$ cat src/rtl/snake_body_streamer_pkg.sv
// Shared parameters, encodings and types for the snake body streamer.
// Optional feature macro: SNAKE_WRAP_EN (head wraps at grid edges instead of wall collision).
`ifndef PIXEL_DISPLAY_BIT
`define PIXEL_DISPLAY_BIT 9
`endif

package snake_body_streamer_pkg;

    localparam int unsigned MAX_LEN     = 15;
    localparam int unsigned COORD_W     = 7;
    localparam int unsigned GRID_W      = 80;
    localparam int unsigned GRID_H      = 60;
    localparam int unsigned START_X     = 40;
    localparam int unsigned START_Y     = 30;
    localparam int unsigned START_LEN   = 2;
    localparam int unsigned STREAM_LINE = 480;
    localparam int unsigned PIX_W       = `PIXEL_DISPLAY_BIT + 1;
    localparam int unsigned LEN_W       = 4;
    localparam int unsigned DIR_W       = 2;

    localparam logic [DIR_W-1:0] DIR_RIGHT = 2'b00;
    localparam logic [DIR_W-1:0] DIR_LEFT  = 2'b01;
    localparam logic [DIR_W-1:0] DIR_UP    = 2'b10;
    localparam logic [DIR_W-1:0] DIR_DOWN  = 2'b11;

    localparam logic [1:0] ST_IDLE   = 2'd0;
    localparam logic [1:0] ST_STREAM = 2'd1;
    localparam logic [1:0] ST_CHECK  = 2'd2;
    localparam logic [1:0] ST_SHIFT  = 2'd3;

    typedef struct packed {
        logic [COORD_W-1:0] x;
        logic [COORD_W-1:0] y;
    } coord_t;

    // Start-of-game position of segment i: a horizontal line ending at the head.
    function automatic coord_t start_seg(input int unsigned i);
        coord_t c;
        c.x = COORD_W'(START_X - i);
        c.y = COORD_W'(START_Y);
        return c;
    endfunction

endpackage

$ cat src/rtl/snake_body_streamer_if.sv
// Body-segment stream from the snake store to the graphic wrapper.
interface snake_body_streamer_if;
    import snake_body_streamer_pkg::*;

    logic [COORD_W-1:0] snake_body_x;
    logic [COORD_W-1:0] snake_body_y;
    logic               en_snake_body;
    logic [LEN_W-1:0]   snake_length;

    modport master (output snake_body_x, output snake_body_y,
                    output en_snake_body, output snake_length);
    modport slave  (input  snake_body_x, input  snake_body_y,
                    input  en_snake_body, input  snake_length);
endinterface

$ cat src/rtl/snake_body_streamer_next_head.sv
// Combinational one-block head step; edge handling depends on SNAKE_WRAP_EN.
module snake_body_streamer_next_head
    import snake_body_streamer_pkg::*;
(
    input  coord_t           head_i,
    input  logic [DIR_W-1:0] dir_i,
    output coord_t           next_c,
    output logic             wall_hit_c
);

    // Step the head one block, wrapping or flagging a wall hit at the grid edge.
    always_comb begin
        next_c     = head_i;
        wall_hit_c = 1'b0;
        case (dir_i)
            DIR_RIGHT: begin
                if (head_i.x == COORD_W'(GRID_W - 1)) begin
`ifdef SNAKE_WRAP_EN
                    next_c.x = '0;
`else
                    wall_hit_c = 1'b1;
`endif
                end else begin
                    next_c.x = head_i.x + COORD_W'(1);
                end
            end
            DIR_LEFT: begin
                if (head_i.x == '0) begin
`ifdef SNAKE_WRAP_EN
                    next_c.x = COORD_W'(GRID_W - 1);
`else
                    wall_hit_c = 1'b1;
`endif
                end else begin
                    next_c.x = head_i.x - COORD_W'(1);
                end
            end
            DIR_UP: begin
                if (head_i.y == '0) begin
`ifdef SNAKE_WRAP_EN
                    next_c.y = COORD_W'(GRID_H - 1);
`else
                    wall_hit_c = 1'b1;
`endif
                end else begin
                    next_c.y = head_i.y - COORD_W'(1);
                end
            end
            default: begin
                if (head_i.y == COORD_W'(GRID_H - 1)) begin
`ifdef SNAKE_WRAP_EN
                    next_c.y = '0;
`else
                    wall_hit_c = 1'b1;
`endif
                end else begin
                    next_c.y = head_i.y + COORD_W'(1);
                end
            end
        endcase
    end

endmodule

$ cat src/rtl/snake_body_streamer.sv
// Snake segment store: move/collision sequencing and once-per-frame body streaming.
// Optional feature macro: SNAKE_WRAP_EN (wrap at grid edges; wall_collision stays 0).
module snake_body_streamer
    import snake_body_streamer_pkg::*;
(
    input  logic                clock_25,
    input  logic                reset,
    input  logic [PIX_W-1:0]    X,
    input  logic [PIX_W-1:0]    Y,
    input  logic                move_tick,
    input  logic [DIR_W-1:0]    direction,
    input  logic                grow,
    input  logic                game_restart,
    output logic [COORD_W-1:0]  snake_head_x,
    output logic [COORD_W-1:0]  snake_head_y,
    output logic                self_collision,
    output logic                wall_collision,
    snake_body_streamer_if.master body_if
);

    logic [1:0]       state_q, state_d;
    coord_t           seg_q [MAX_LEN];
    coord_t           seg_d [MAX_LEN];
    logic [LEN_W-1:0] length_q, length_d;
    logic [LEN_W-1:0] idx_q, idx_d;
    logic [DIR_W-1:0] cur_dir_q, cur_dir_d;
    logic             frozen_q, frozen_d;
    logic             pending_q, pending_d;
    logic             pend_grow_q, pend_grow_d;
    logic             chk_grow_q, chk_grow_d;
    logic             en_q, en_d;
    coord_t           body_q, body_d;
    logic             self_col_q, self_col_d;
    logic             wall_col_q, wall_col_d;

    coord_t           next_head_c;
    logic             wall_hit_c;
    logic             stream_trig_c;
    logic             tail_skip_c;
    logic             hit_c;

    snake_body_streamer_next_head u_next_head (
        .head_i     (seg_q[0]),
        .dir_i      (cur_dir_q),
        .next_c     (next_head_c),
        .wall_hit_c (wall_hit_c)
    );

    assign stream_trig_c = (X == PIX_W'(0)) && (Y == PIX_W'(STREAM_LINE));
    // Without growth the tail moves away this step, so it cannot be hit.
    assign tail_skip_c   = !chk_grow_q && (idx_q == length_q - LEN_W'(1));
    assign hit_c         = !tail_skip_c && (seg_q[idx_q] == next_head_c);

    // State and datapath registers.
    always_ff @(posedge clock_25 or negedge reset) begin
        if (!reset) begin
            state_q     <= ST_IDLE;
            for (int unsigned i = 0; i < MAX_LEN; i++) seg_q[i] <= start_seg(i);
            length_q    <= LEN_W'(START_LEN);
            idx_q       <= '0;
            cur_dir_q   <= DIR_RIGHT;
            frozen_q    <= 1'b0;
            pending_q   <= 1'b0;
            pend_grow_q <= 1'b0;
            chk_grow_q  <= 1'b0;
            en_q        <= 1'b0;
            body_q      <= '0;
            self_col_q  <= 1'b0;
            wall_col_q  <= 1'b0;
        end else begin
            state_q     <= state_d;
            seg_q       <= seg_d;
            length_q    <= length_d;
            idx_q       <= idx_d;
            cur_dir_q   <= cur_dir_d;
            frozen_q    <= frozen_d;
            pending_q   <= pending_d;
            pend_grow_q <= pend_grow_d;
            chk_grow_q  <= chk_grow_d;
            en_q        <= en_d;
            body_q      <= body_d;
            self_col_q  <= self_col_d;
            wall_col_q  <= wall_col_d;
        end
    end

    // Next-state and datapath updates: tick latch, stream, check, shift, restart.
    always_comb begin
        state_d     = state_q;
        seg_d       = seg_q;
        length_d    = length_q;
        idx_d       = idx_q;
        cur_dir_d   = cur_dir_q;
        frozen_d    = frozen_q;
        pending_d   = pending_q;
        pend_grow_d = pend_grow_q;
        chk_grow_d  = chk_grow_q;
        en_d        = 1'b0;
        body_d      = body_q;
        self_col_d  = 1'b0;
        wall_col_d  = 1'b0;

        if (move_tick && !pending_q) begin
            pending_d   = 1'b1;
            pend_grow_d = grow;
        end

        case (state_q)
            ST_IDLE: begin
                if (stream_trig_c) begin
                    state_d = ST_STREAM;
                    en_d    = 1'b1;
                    body_d  = seg_q[1];
                    idx_d   = LEN_W'(2);
                end else if (pending_q && !frozen_q) begin
                    state_d     = ST_CHECK;
                    idx_d       = LEN_W'(1);
                    chk_grow_d  = pend_grow_q;
                    pending_d   = move_tick;
                    pend_grow_d = grow;
                    if ((direction ^ DIR_LEFT) != cur_dir_q) cur_dir_d = direction;
                end
            end
            ST_STREAM: begin
                if (idx_q == length_q) begin
                    state_d = ST_IDLE;
                end else begin
                    en_d   = 1'b1;
                    body_d = seg_q[idx_q];
                    idx_d  = idx_q + LEN_W'(1);
                end
            end
            ST_CHECK: begin
                if (wall_hit_c) begin
                    wall_col_d = 1'b1;
                    frozen_d   = 1'b1;
                    state_d    = ST_IDLE;
                end else if (hit_c) begin
                    self_col_d = 1'b1;
                    frozen_d   = 1'b1;
                    state_d    = ST_IDLE;
                end else if (idx_q == length_q - LEN_W'(1)) begin
                    state_d = ST_SHIFT;
                end else begin
                    idx_d = idx_q + LEN_W'(1);
                end
            end
            default: begin
                for (int unsigned i = 1; i < MAX_LEN; i++) seg_d[i] = seg_q[i-1];
                seg_d[0] = next_head_c;
                if (chk_grow_q && (length_q != LEN_W'(MAX_LEN))) length_d = length_q + LEN_W'(1);
                state_d = ST_IDLE;
            end
        endcase

        if (game_restart) begin
            state_d     = ST_IDLE;
            for (int unsigned i = 0; i < MAX_LEN; i++) seg_d[i] = start_seg(i);
            length_d    = LEN_W'(START_LEN);
            idx_d       = '0;
            cur_dir_d   = DIR_RIGHT;
            frozen_d    = 1'b0;
            pending_d   = 1'b0;
            pend_grow_d = 1'b0;
            chk_grow_d  = 1'b0;
            en_d        = 1'b0;
            body_d      = '0;
            self_col_d  = 1'b0;
            wall_col_d  = 1'b0;
        end
    end

    assign snake_head_x          = seg_q[0].x;
    assign snake_head_y          = seg_q[0].y;
    assign self_collision        = self_col_q;
    assign wall_collision        = wall_col_q;
    assign body_if.snake_body_x  = body_q.x;
    assign body_if.snake_body_y  = body_q.y;
    assign body_if.en_snake_body = en_q;
    assign body_if.snake_length  = length_q;

endmodule

$ cat src/flat_wrapper.sv
// flat-port wrapper written by rule: the top's interface ports become plain ports
module snake_body_streamer_flat import snake_body_streamer_pkg::*;
  (clock_25, reset, X, Y, move_tick, direction, grow, game_restart, snake_head_x, snake_head_y, self_collision, wall_collision, body_if_snake_body_x, body_if_snake_body_y, body_if_en_snake_body, body_if_snake_length);
  snake_body_streamer_if body_if_i ();
  input  logic clock_25;
  input  logic reset;
  input  logic [PIX_W-1:0] X;
  input  logic [PIX_W-1:0] Y;
  input  logic move_tick;
  input  logic [DIR_W-1:0] direction;
  input  logic grow;
  input  logic game_restart;
  output logic [COORD_W-1:0] snake_head_x;
  output logic [COORD_W-1:0] snake_head_y;
  output logic self_collision;
  output logic wall_collision;
  output wire logic [$bits(body_if_i.snake_body_x)-1:0] body_if_snake_body_x;
  output wire logic [$bits(body_if_i.snake_body_y)-1:0] body_if_snake_body_y;
  output wire logic [$bits(body_if_i.en_snake_body)-1:0] body_if_en_snake_body;
  output wire logic [$bits(body_if_i.snake_length)-1:0] body_if_snake_length;
  assign body_if_snake_body_x = body_if_i.snake_body_x;
  assign body_if_snake_body_y = body_if_i.snake_body_y;
  assign body_if_en_snake_body = body_if_i.en_snake_body;
  assign body_if_snake_length = body_if_i.snake_length;
  snake_body_streamer u_core (.clock_25(clock_25), .reset(reset), .X(X), .Y(Y), .move_tick(move_tick), .direction(direction), .grow(grow), .game_restart(game_restart), .snake_head_x(snake_head_x), .snake_head_y(snake_head_y), .self_collision(self_collision), .wall_collision(wall_collision), .body_if(body_if_i));
endmodule
$ cat config.mk
export PLATFORM = sky130hd
export DESIGN_NAME = snake_body_streamer_flat
export DESIGN_NICKNAME = d
export VERILOG_FILES = /design/src/rtl/snake_body_streamer_pkg.sv /design/src/rtl/snake_body_streamer_if.sv /design/src/rtl/snake_body_streamer_next_head.sv /design/src/rtl/snake_body_streamer.sv /design/src/flat_wrapper.sv
export SDC_FILE = /design/constraint.sdc
export NUM_CORES = 1
export LEC_CHECK = 0
export BUFFER_PORTS_ARGS = -buffer_cell sky130_fd_sc_hd__buf_2
export CAP_MARGIN = 5
export CORE_MARGIN = 4
export CORE_UTILIZATION = 43
export CTS_CLUSTER_DIAMETER = 120
export CTS_CLUSTER_SIZE = 16
export DETAILED_ROUTE_END_ITERATION = 10
export PLACE_DENSITY = 0.59
export SETUP_SLACK_MARGIN = 0.2
export SYNTH_ARGS = -nofsm -noshare
export SYNTH_HDL_FRONTEND = slang
export SYNTH_SLANG_ARGS = --single-unit
$ cat constraint.sdc
create_clock -name clock_25 -period 3.4 [get_ports clock_25]
set_input_delay 0.51 -clock clock_25 [delete_from_list [all_inputs] [get_ports clock_25]]
set_output_delay 0.51 -clock clock_25 [all_outputs]
set_load 0.05 [all_outputs]
==> flow_metrics.env, run 1 <==
export IMPL_wl_per_cell_um=19.36
export IMPL_leakage_nw=6.010
export IMPL_dr_total_vias=9474
export IMPL_grt_pass1_wl_mm=54.38
export IMPL_r2r_start="u_core.snake_head_y[0]$_DFFE_PN0P_"
export IMPL_fin_area_sq_mm=0.01519
export IMPL_ctsLongestPathBuffers=3
export IMPL_clock_sinks=243
export IMPL_synth_flop_cell="dfrtp_1"
export IMPL_final_max_slew_viol_count=0
export IMPL_root_buffer="clkbuf_16"
export IMPL_slowest_delay_ns=0.59
export IMPL_peakVddDrop_mv=0.2847
export IMPL_ios=62
export IMPL_cp_start_kind="flop"
export IMPL_maxSlewHeadroom_pct=37.74
export IMPL_diodes=0
export IMPL_hp_class="in -> async"
export IMPL_cp_required_ns=3.79
export IMPL_yosysWarnings=0
export IMPL_grt_usage_pct=19.72
export IMPL_syn_area_sq_mm=0.01323
export IMPL_cp_max_fo=4
export IMPL_drcViolationCount=0
export IMPL_drt_initial_drc_count=701
export IMPL_hold_buffers=0
export IMPL_status="finished clean"
export IMPL_maxCapViolations=0
export IMPL_drt_pass1_iter_count=5
export IMPL_cts_max_level=1
export IMPL_max_freq_mhz=299.1
export IMPL_drive_gt1_share_pct=28.75
export IMPL_grt_overflow=0
export IMPL_crit_cells=11
export IMPL_synth_seq_area_share_pct=46.95
export IMPL_hold_slack_ns=0.02621
export IMPL_critical_path_class="reg -> reg"
export IMPL_ys_seq_elements=243
export IMPL_clkTransAtPathRegs_ns=0.08
export IMPL_grt_pass1_vias=9472
export IMPL_power_mw=9.151
export IMPL_die_w_um=183.4
export IMPL_clock_latency_ns=0.51
export IMPL_yosysUniqueCellTypes=82
export IMPL_fp_dieH_um=183.4
export IMPL_ys_async_sr_fraction_pct=100.0
export IMPL_critPathLaunch="u_core.snake_head_y[0]$_DFFE_PN0P_"
export IMPL_period_share_pct=98.35
export IMPL_cpMaxStageDelayCell="or4_4"
export IMPL_fin_util_pct=50.58
export IMPL_routabilityCongestion=0.8622
export IMPL_hold_violations=0
export IMPL_endpoint="u_core.state_q[0]$_DFFE_PN0P_"
export IMPL_area_growth_synth_to_final_pct=14.79
export IMPL_cp_num_buf_inv=2
export IMPL_r2r_slack_ns=0.06
export IMPL_grt_max_degree=89
export IMPL_numPortBuffers=61
export IMPL_r2r_cells=11
export IMPL_clock_skew_ns=0.03068
export IMPL_tightest_slew_ns=0.9339
export IMPL_crit_family="simple AND/OR/NAND/NOR gates"
export IMPL_powerDensity_mw_per_mm2=602.4
export IMPL_regToRegEndpoint="u_core.state_q[0]$_DFFE_PN0P_"
export IMPL_core_area_sq_mm=0.03003
export IMPL_finish_net_count=1330
export IMPL_die_area_sq_mm=0.03365
export IMPL_routed_wl_mm=32.74
export IMPL_place_area_sq_mm=0.01426
export IMPL_cp_arrival_ns=3.73
export IMPL_cts_buffers=19
export IMPL_most_common_layout_cells="mux2i_1, nand2_1, nor2_1"
export IMPL_syn_avg_cell_area_sq_um=10.89
export IMPL_synth_nets=1255
export IMPL_end_kind="flop"
export IMPL_path_cells="inv_1, ha_2, or2b_4, buf_4, a311oi_1, or3_1, nand3_1, or4_4, or3_4, and2_4, o22a_1"
export IMPL_cts_tree="done"
export IMPL_rows=63
export IMPL_synth_edff_count=0
export IMPL_rsz0062_at_grt="true"
export IMPL_via_per_inst=5.603
export IMPL_antenna_found_initial=0
export IMPL_finalSetupViolCount=0
export IMPL_initial_core_util_pct=44.07
export IMPL_synthCells=1215
export IMPL_period_needed_ns=3.344
export IMPL_dp_hpwl_mm=21.86
export IMPL_final_common_cell="mux2i_1"
export IMPL_ant_nets=0
[through the flow]
stage / setup TNS [ns] / cells / worst slack, ns
2_1_floorplan: 0 / 1215 / 0.1665
3_3_place_gp: -0.2267 / 1640 / -0.08978
3_5_place_dp: -0.3084 / 1640 / -0.1180
4_1_cts: 0 / 1690 / 0.09929
5_1_grt: -0.01131 / 1691 / -0.005825
6_report: 0 / 1691 / 0.05612
[synthesized netlist by cell type (all sizes together) (5+ instances only)]
master  number  area [sq um]
dfstp      106          2785
nand2b       6         37.54
buf         63         356.6
nand2      149         559.3
or4          7         63.81
nand4        7         43.79
nor2       137         514.2
o31ai        6         45.04
or2          6         40.04
nand3       20         105.1
mux4        38         859.6
or3          6         42.54
a31oi        9         62.56
a211oi       5         37.54
xor2         9         78.83
xnor2       18         157.7
mux2i      243          2432
o21a         8         60.06
nor2b        7         43.79
nor4         5         37.53
nor3         7         35.03
o211ai      12         95.09
a21oi       19         98.85
clkbuf      41         153.9
inv         17         63.81
o21ai       42         210.2
dfrtp      137          3428
ha          13         162.7
o211a        5         57.56
a22oi        5         42.54
[how the worst min path moves through the flow]
stage,startpoint,end,slack [ns],depth (start not counted)
after floorplan,reset,u_core.body_if.en_snake_body$_DFF_PN0_,0.21,0
after global placement,u_core.body_if.snake_body_x[3]$_DFFE_PN0P_,u_core.body_if.snake_body_x[3]$_DFFE_PN0P_,0.46,2
after detailed placement,u_core.body_if.snake_body_y[4]$_DFFE_PN0P_,u_core.body_if.snake_body_y[4]$_DFFE_PN0P_,0.47,2
after CTS,reset,u_core.seg_q[6]$_DFFE_PN0P_,0.04,1
after global routing,reset,u_core.seg_q[107]$_DFFE_PN0P_,0.07,1
final,reset,u_core.seg_q[82]$_DFFE_PN0P_,0.03,1
[cell type report]
class	count	area, sq um
clock buffers	31	520.5
clock inverters	1	16.27
fillers	2719	14840
inverters	17	65.06
multi-input cells	851	6628
flip-flops and latches	243	6222
well taps	390	488.0
repair buffers	158	1251
[sequential cells by signal (all words and copies together) (netlist names)]
name / cells
u_core.body_if.snake_body_y: 7
u_core.snake_head_y: 7
u_core.pending_q: 1
u_core.body_if.snake_length: 4
u_core.cur_dir_q: 2
u_core.pend_grow_q: 1
u_core.seg_q: 196
u_core.wall_collision: 1
u_core.chk_grow_q: 1
u_core.idx_q: 4
u_core.frozen_q: 1
u_core.state_q: 2
u_core.snake_head_x: 7
u_core.self_collision: 1
u_core.body_if.snake_body_x: 7
u_core.body_if.en_snake_body: 1
[cells by family after synthesis]
kind of cell / Yosys count / synth area share (%)
buffers and inverters: 121 / 4.340
XOR/XNOR: 27 / 1.787
multiplexers: 282 / 24.96
adder cells (fa/ha/maj): 13 / 1.229
flip-flops: 243 / 46.95
AO/OA/AOI/OAI: 150 / 7.876
AND/OR/NAND/NOR: 379 / 12.86
[worst register-to-register path, stage by stage, from the launching register on]
cell and delay, ns:
dfrtp_1 0.38, inv_1 0.08, ha_2 0.18, or2b_4 0.28, buf_4 0.14, a311oi_1 0.55, or3_1 0.21, nand3_1 0.09
or4_4 0.59, or3_4 0.37, and2_4 0.15, o22a_1 0.20
[routing by layer]
layer | vias to the layer above | GRT usage (%) | wire length (um)
met4 | 0 | 3.129 | 426
met1 | 4794 | 30.87 | 16380
met5 | - | 0 | 0
met3 | 30 | 2.810 | 1577
met2 | 193 | 29.71 | 14360
li1 | 4457 | - | -
[repair_timing]
| action | in CTS | in global routing |
|---|---|---|
| pin swaps | 13 | 4 |
| resized for setup | 38 | 12 |
| setup buffers | 17 | 1 |
| cloned | 1 | 0 |
| endpoints found under the setup margin | 8 | 8 |
[report_power, final]
group | total [mW] | switching (mW) | internal (mW)
combinational | 3.72 | 2.06 | 1.67
sequential | 3.32 | 0.194 | 3.13
clock | 2.11 | 1.05 | 1.06
Power figures use the tool's default switching activity.
==> inputs of run 2 (changes only) <==
Settings changed: ABC_AREA from default to 1.
==> run 2 against run 1 <==
Compared with the run above: the flow now finishes with violations (negative hold slack); count of clock-buffer cells in the layout is 1 higher; first-iteration DRC count is 49% higher; sequential power is 8.1% higher; critical endpoint is now u_core.state_q[1]$_DFFE_PN0P_; sequential share of layout area is 2.0 points higher; register-to-register slack better by 0.47 ns; core utilization is 3.3 points lower; area after synthesis is 0.99% higher; via count is 25% higher.
==> flow_metrics.env, run 2 <==
export IMPL_root_buffer="clkbuf_16"
export IMPL_critical_path_class="reg -> reg"
export IMPL_hold_buffers=0
export IMPL_cts_max_level=1
export IMPL_synth_nets=1783
export IMPL_synth_seq_area_share_pct=46.49
export IMPL_clock_latency_ns=0.50
export IMPL_synth_area_leader_cell="dfrtp_1"
export IMPL_dp_hpwl_mm=27.34
export IMPL_syn_area_sq_mm=0.01337
export IMPL_cp_required_ns=3.84
export IMPL_core_area_sq_mm=0.03059
export IMPL_final_common_cell="nand2_1"
export IMPL_critPathLaunch="u_core.cur_dir_q[1]$_DFFE_PN0P_"
export IMPL_synth_flop_cell="dfrtp_1"
export IMPL_hold_slack_ns=-0.002240
export IMPL_synth_commonest_cells="nand2_1, inv_1, nand3_1, dfrtp_1, nor2_1"
export IMPL_drcViolationCount=0
export IMPL_die_w_um=184.3
export IMPL_ctsLongestPathBuffers=3
export IMPL_r2r_start="u_core.cur_dir_q[1]$_DFFE_PN0P_"
export IMPL_ys_async_sr_fraction_pct=100.0
export IMPL_grt_max_degree=106
export IMPL_fin_util_pct=47.24
export IMPL_diodes=0
export IMPL_status="complete, but fails checks"
export IMPL_initial_core_util_pct=43.69
export IMPL_grt_pass1_wl_mm=64.05
export IMPL_synth_area_top_cells="dfrtp_1, dfstp_2, nand2_1"
export IMPL_max_freq_mhz=348.0
export IMPL_maxSlewHeadroom_pct=46.09
export IMPL_num_fill_cells=3083
export IMPL_routabilityCongestion=0.8817
export IMPL_clock_sinks=243
export IMPL_grt_pass1_vias=11350
export IMPL_peakVddDrop_mv=0.3001
export IMPL_leakage_nw=7.285
export IMPL_cts_tree="done"
export IMPL_via_per_inst=5.497
export IMPL_setup_tns_ns=0
export IMPL_maxCapViolations=0
export IMPL_clkTransAtPathRegs_ns=0.07
export IMPL_finish_net_count=1787
export IMPL_cts_buffers=19
export IMPL_hp_class="in -> async"
export IMPL_numPortBuffers=61
export IMPL_cp_max_fo=12
export IMPL_ios=62
export IMPL_end_kind="flop"
export IMPL_largest_reg_flops=196
export IMPL_final_max_slew_viol_count=0
export IMPL_yosysWarnings=0
export IMPL_powerDensity_mw_per_mm2=729.8
export IMPL_dr_total_vias=11847
export IMPL_rows=64
export IMPL_routed_wl_mm=40.35
export IMPL_top_register="u_core.seg_q"
export IMPL_drt_pass1_iter_count=7
export IMPL_synth_edff_count=0
export IMPL_fp_dieH_um=184.3
export IMPL_grt_overflow=0
export IMPL_most_common_layout_cells="nand2_1, inv_1, nand3_1"
export IMPL_synthCells=1743
export IMPL_p_int_mw=5.718
export IMPL_syn_avg_cell_area_sq_um=7.668
export IMPL_grt_usage_pct=23.47
export IMPL_synth_most_common_cell="nand2_1"
export IMPL_clock_skew_ns=0.02303
export IMPL_finalSetupViolCount=0
export IMPL_wl_per_cell_um=18.72
export IMPL_area_growth_synth_to_final_pct=8.126
export IMPL_synth_top_area_share_pct=25.65
export IMPL_hold_violations=1
export IMPL_clkPwrFrac_pct=20.0
export IMPL_cp_start_kind="flop"
export IMPL_die_area_sq_mm=0.03397
export IMPL_switching_share_pct=45.78
export IMPL_period_share_pct=84.51
export IMPL_ant_nets=0
export IMPL_comb_power_share_pct=45.9
export IMPL_drive_gt1_share_pct=14.10
export IMPL_violations="negative hold slack"
export IMPL_period_needed_ns=2.873
export IMPL_yosysUniqueCellTypes=38
export IMPL_seqPwrFrac_pct=34.0
export IMPL_antenna_found_initial=0
export IMPL_cp_arrival_ns=3.32
export IMPL_rsz0062_at_grt="false"
export IMPL_drt_initial_drc_count=1042
export IMPL_ys_seq_elements=243
export IMPL_p_switching_mw=4.829
export IMPL_tightest_slew_ns=0.8013
==> run 2: changes by cell type after synthesis, moves of 16 or more <==
| cell | previous run | this run |
|---|---|---|
| mux4_2 | 37 | 0 |
| nand3_1 | 19 | 202 |
| inv_1 | 16 | 256 |
| nor2_1 | 137 | 110 |
| a22oi_1 | 4 | 98 |
| o22ai_1 | 3 | 98 |
| nand4_1 | 7 | 23 |
| mux2i_1 | 243 | 0 |
| nand2_1 | 149 | 451 |
| o21ai_0 | 41 | 59 |
| buf_1 | 27 | 7 |
==> run 2: layout make-up <==
type / instances / area (sq um) / share of cell area (%)
timing repair buffer: 98 / 668.1 / 4.623
clock buffer: 32 / 524.3 / 3.628
inverter: 265 / 1001 / 6.926
tap: 396 / 495.5 / 3.429
clock inverter: 1 / 16.27 / 0.1126
multi-input combinational: 1120 / 5532 / 38.28
sequential: 243 / 6215 / 43.00
==> run 2: final timing paths <==
check	slack, ns	to	cells past startpoint
min in group clock_25	0.23	u_core.pend_grow_q$_DFF_PN0_	3
max reg2reg	0.53	u_core.state_q[1]$_DFFE_PN0P_	14
min reg2reg	0.49	u_core.body_if.snake_body_x[5]$_DFFE_PN0P_	2
min	-0.002	u_core.body_if.snake_length[0]$_DFFE_PN0P_	1
max in group asynchronous	2.47	u_core.seg_q[1]$_DFFE_PN1P_	2
max	0.53	u_core.state_q[1]$_DFFE_PN0P_	14
==> run 2: timing repair <==
item / CTS / global route
setup endpoints to repair: 0 / 6
resized for setup: 0 / 1
buffers inserted: 0 / 1
==> run 2: logic make-up (layout without fill, tap and decap cells) <==
| group | Yosys count | in the layout | share of synthesized area (%) |
|---|---|---|---|
| fa+ha+maj | 13 | 13 | 1.217 |
| buf+inv | 380 | 396 | 12.24 |
| xor+xnor | 10 | 10 | 0.6553 |
| flops | 243 | 243 | 46.49 |
| simple gates | 813 | 813 | 25.84 |
| compound gates | 284 | 284 | 13.56 |
==> run 2: power by group through the flow <==
stage	clock network (mW)	registers [mW]	logic (mW)
after floorplan	0	3.75	3.35
after global placement	0	3.63	4.79
after detailed placement	0	3.63	4.80
after CTS	2.18	3.58	4.81
after global routing	2.28	3.63	5.37
final	2.11	3.59	4.84
==> run 2: per-layer routing <==
layer | vias to the layer above | track usage [%] | routed length, um
met5 | - | 0 | 0
met4 | 0 | 7.424 | 1225
met3 | 75 | 3.848 | 2575
met2 | 360 | 36.49 | 18270
met1 | 5736 | 33.74 | 18270
li1 | 5676 | - | -
==> run 2: stage by stage <==
step	setup slack, ns	area [sq um]	hold slack [ns]	cells	power, mW
floorplan	1.036	13370	0.2144	1743	7.100
global placement	0.4243	13900	0.4635	2121	8.424
detailed placement	0.4652	13900	0.4686	2121	8.428
CTS	0.4285	14440	0.02533	2154	10.57
global route	0.3261	14450	0.04059	2155	11.28
finish	0.5267	14450	-0.002240	2155	10.55
==> run 2: critical path: stages (launching register included) <==
cell and delay [ns]:
dfrtp_1 0.72, inv_1 0.32, nor2_4 0.24, nand4_1 0.25, o21ai_0 0.15, nor2_1 0.10
nand3_1 0.07, nand2_1 0.16, nor2_1 0.14, nand2_1 0.06, nor2_1 0.12, nand3_1 0.12
a21oi_1 0.19, nand3_1 0.09, nand2_1 0.08
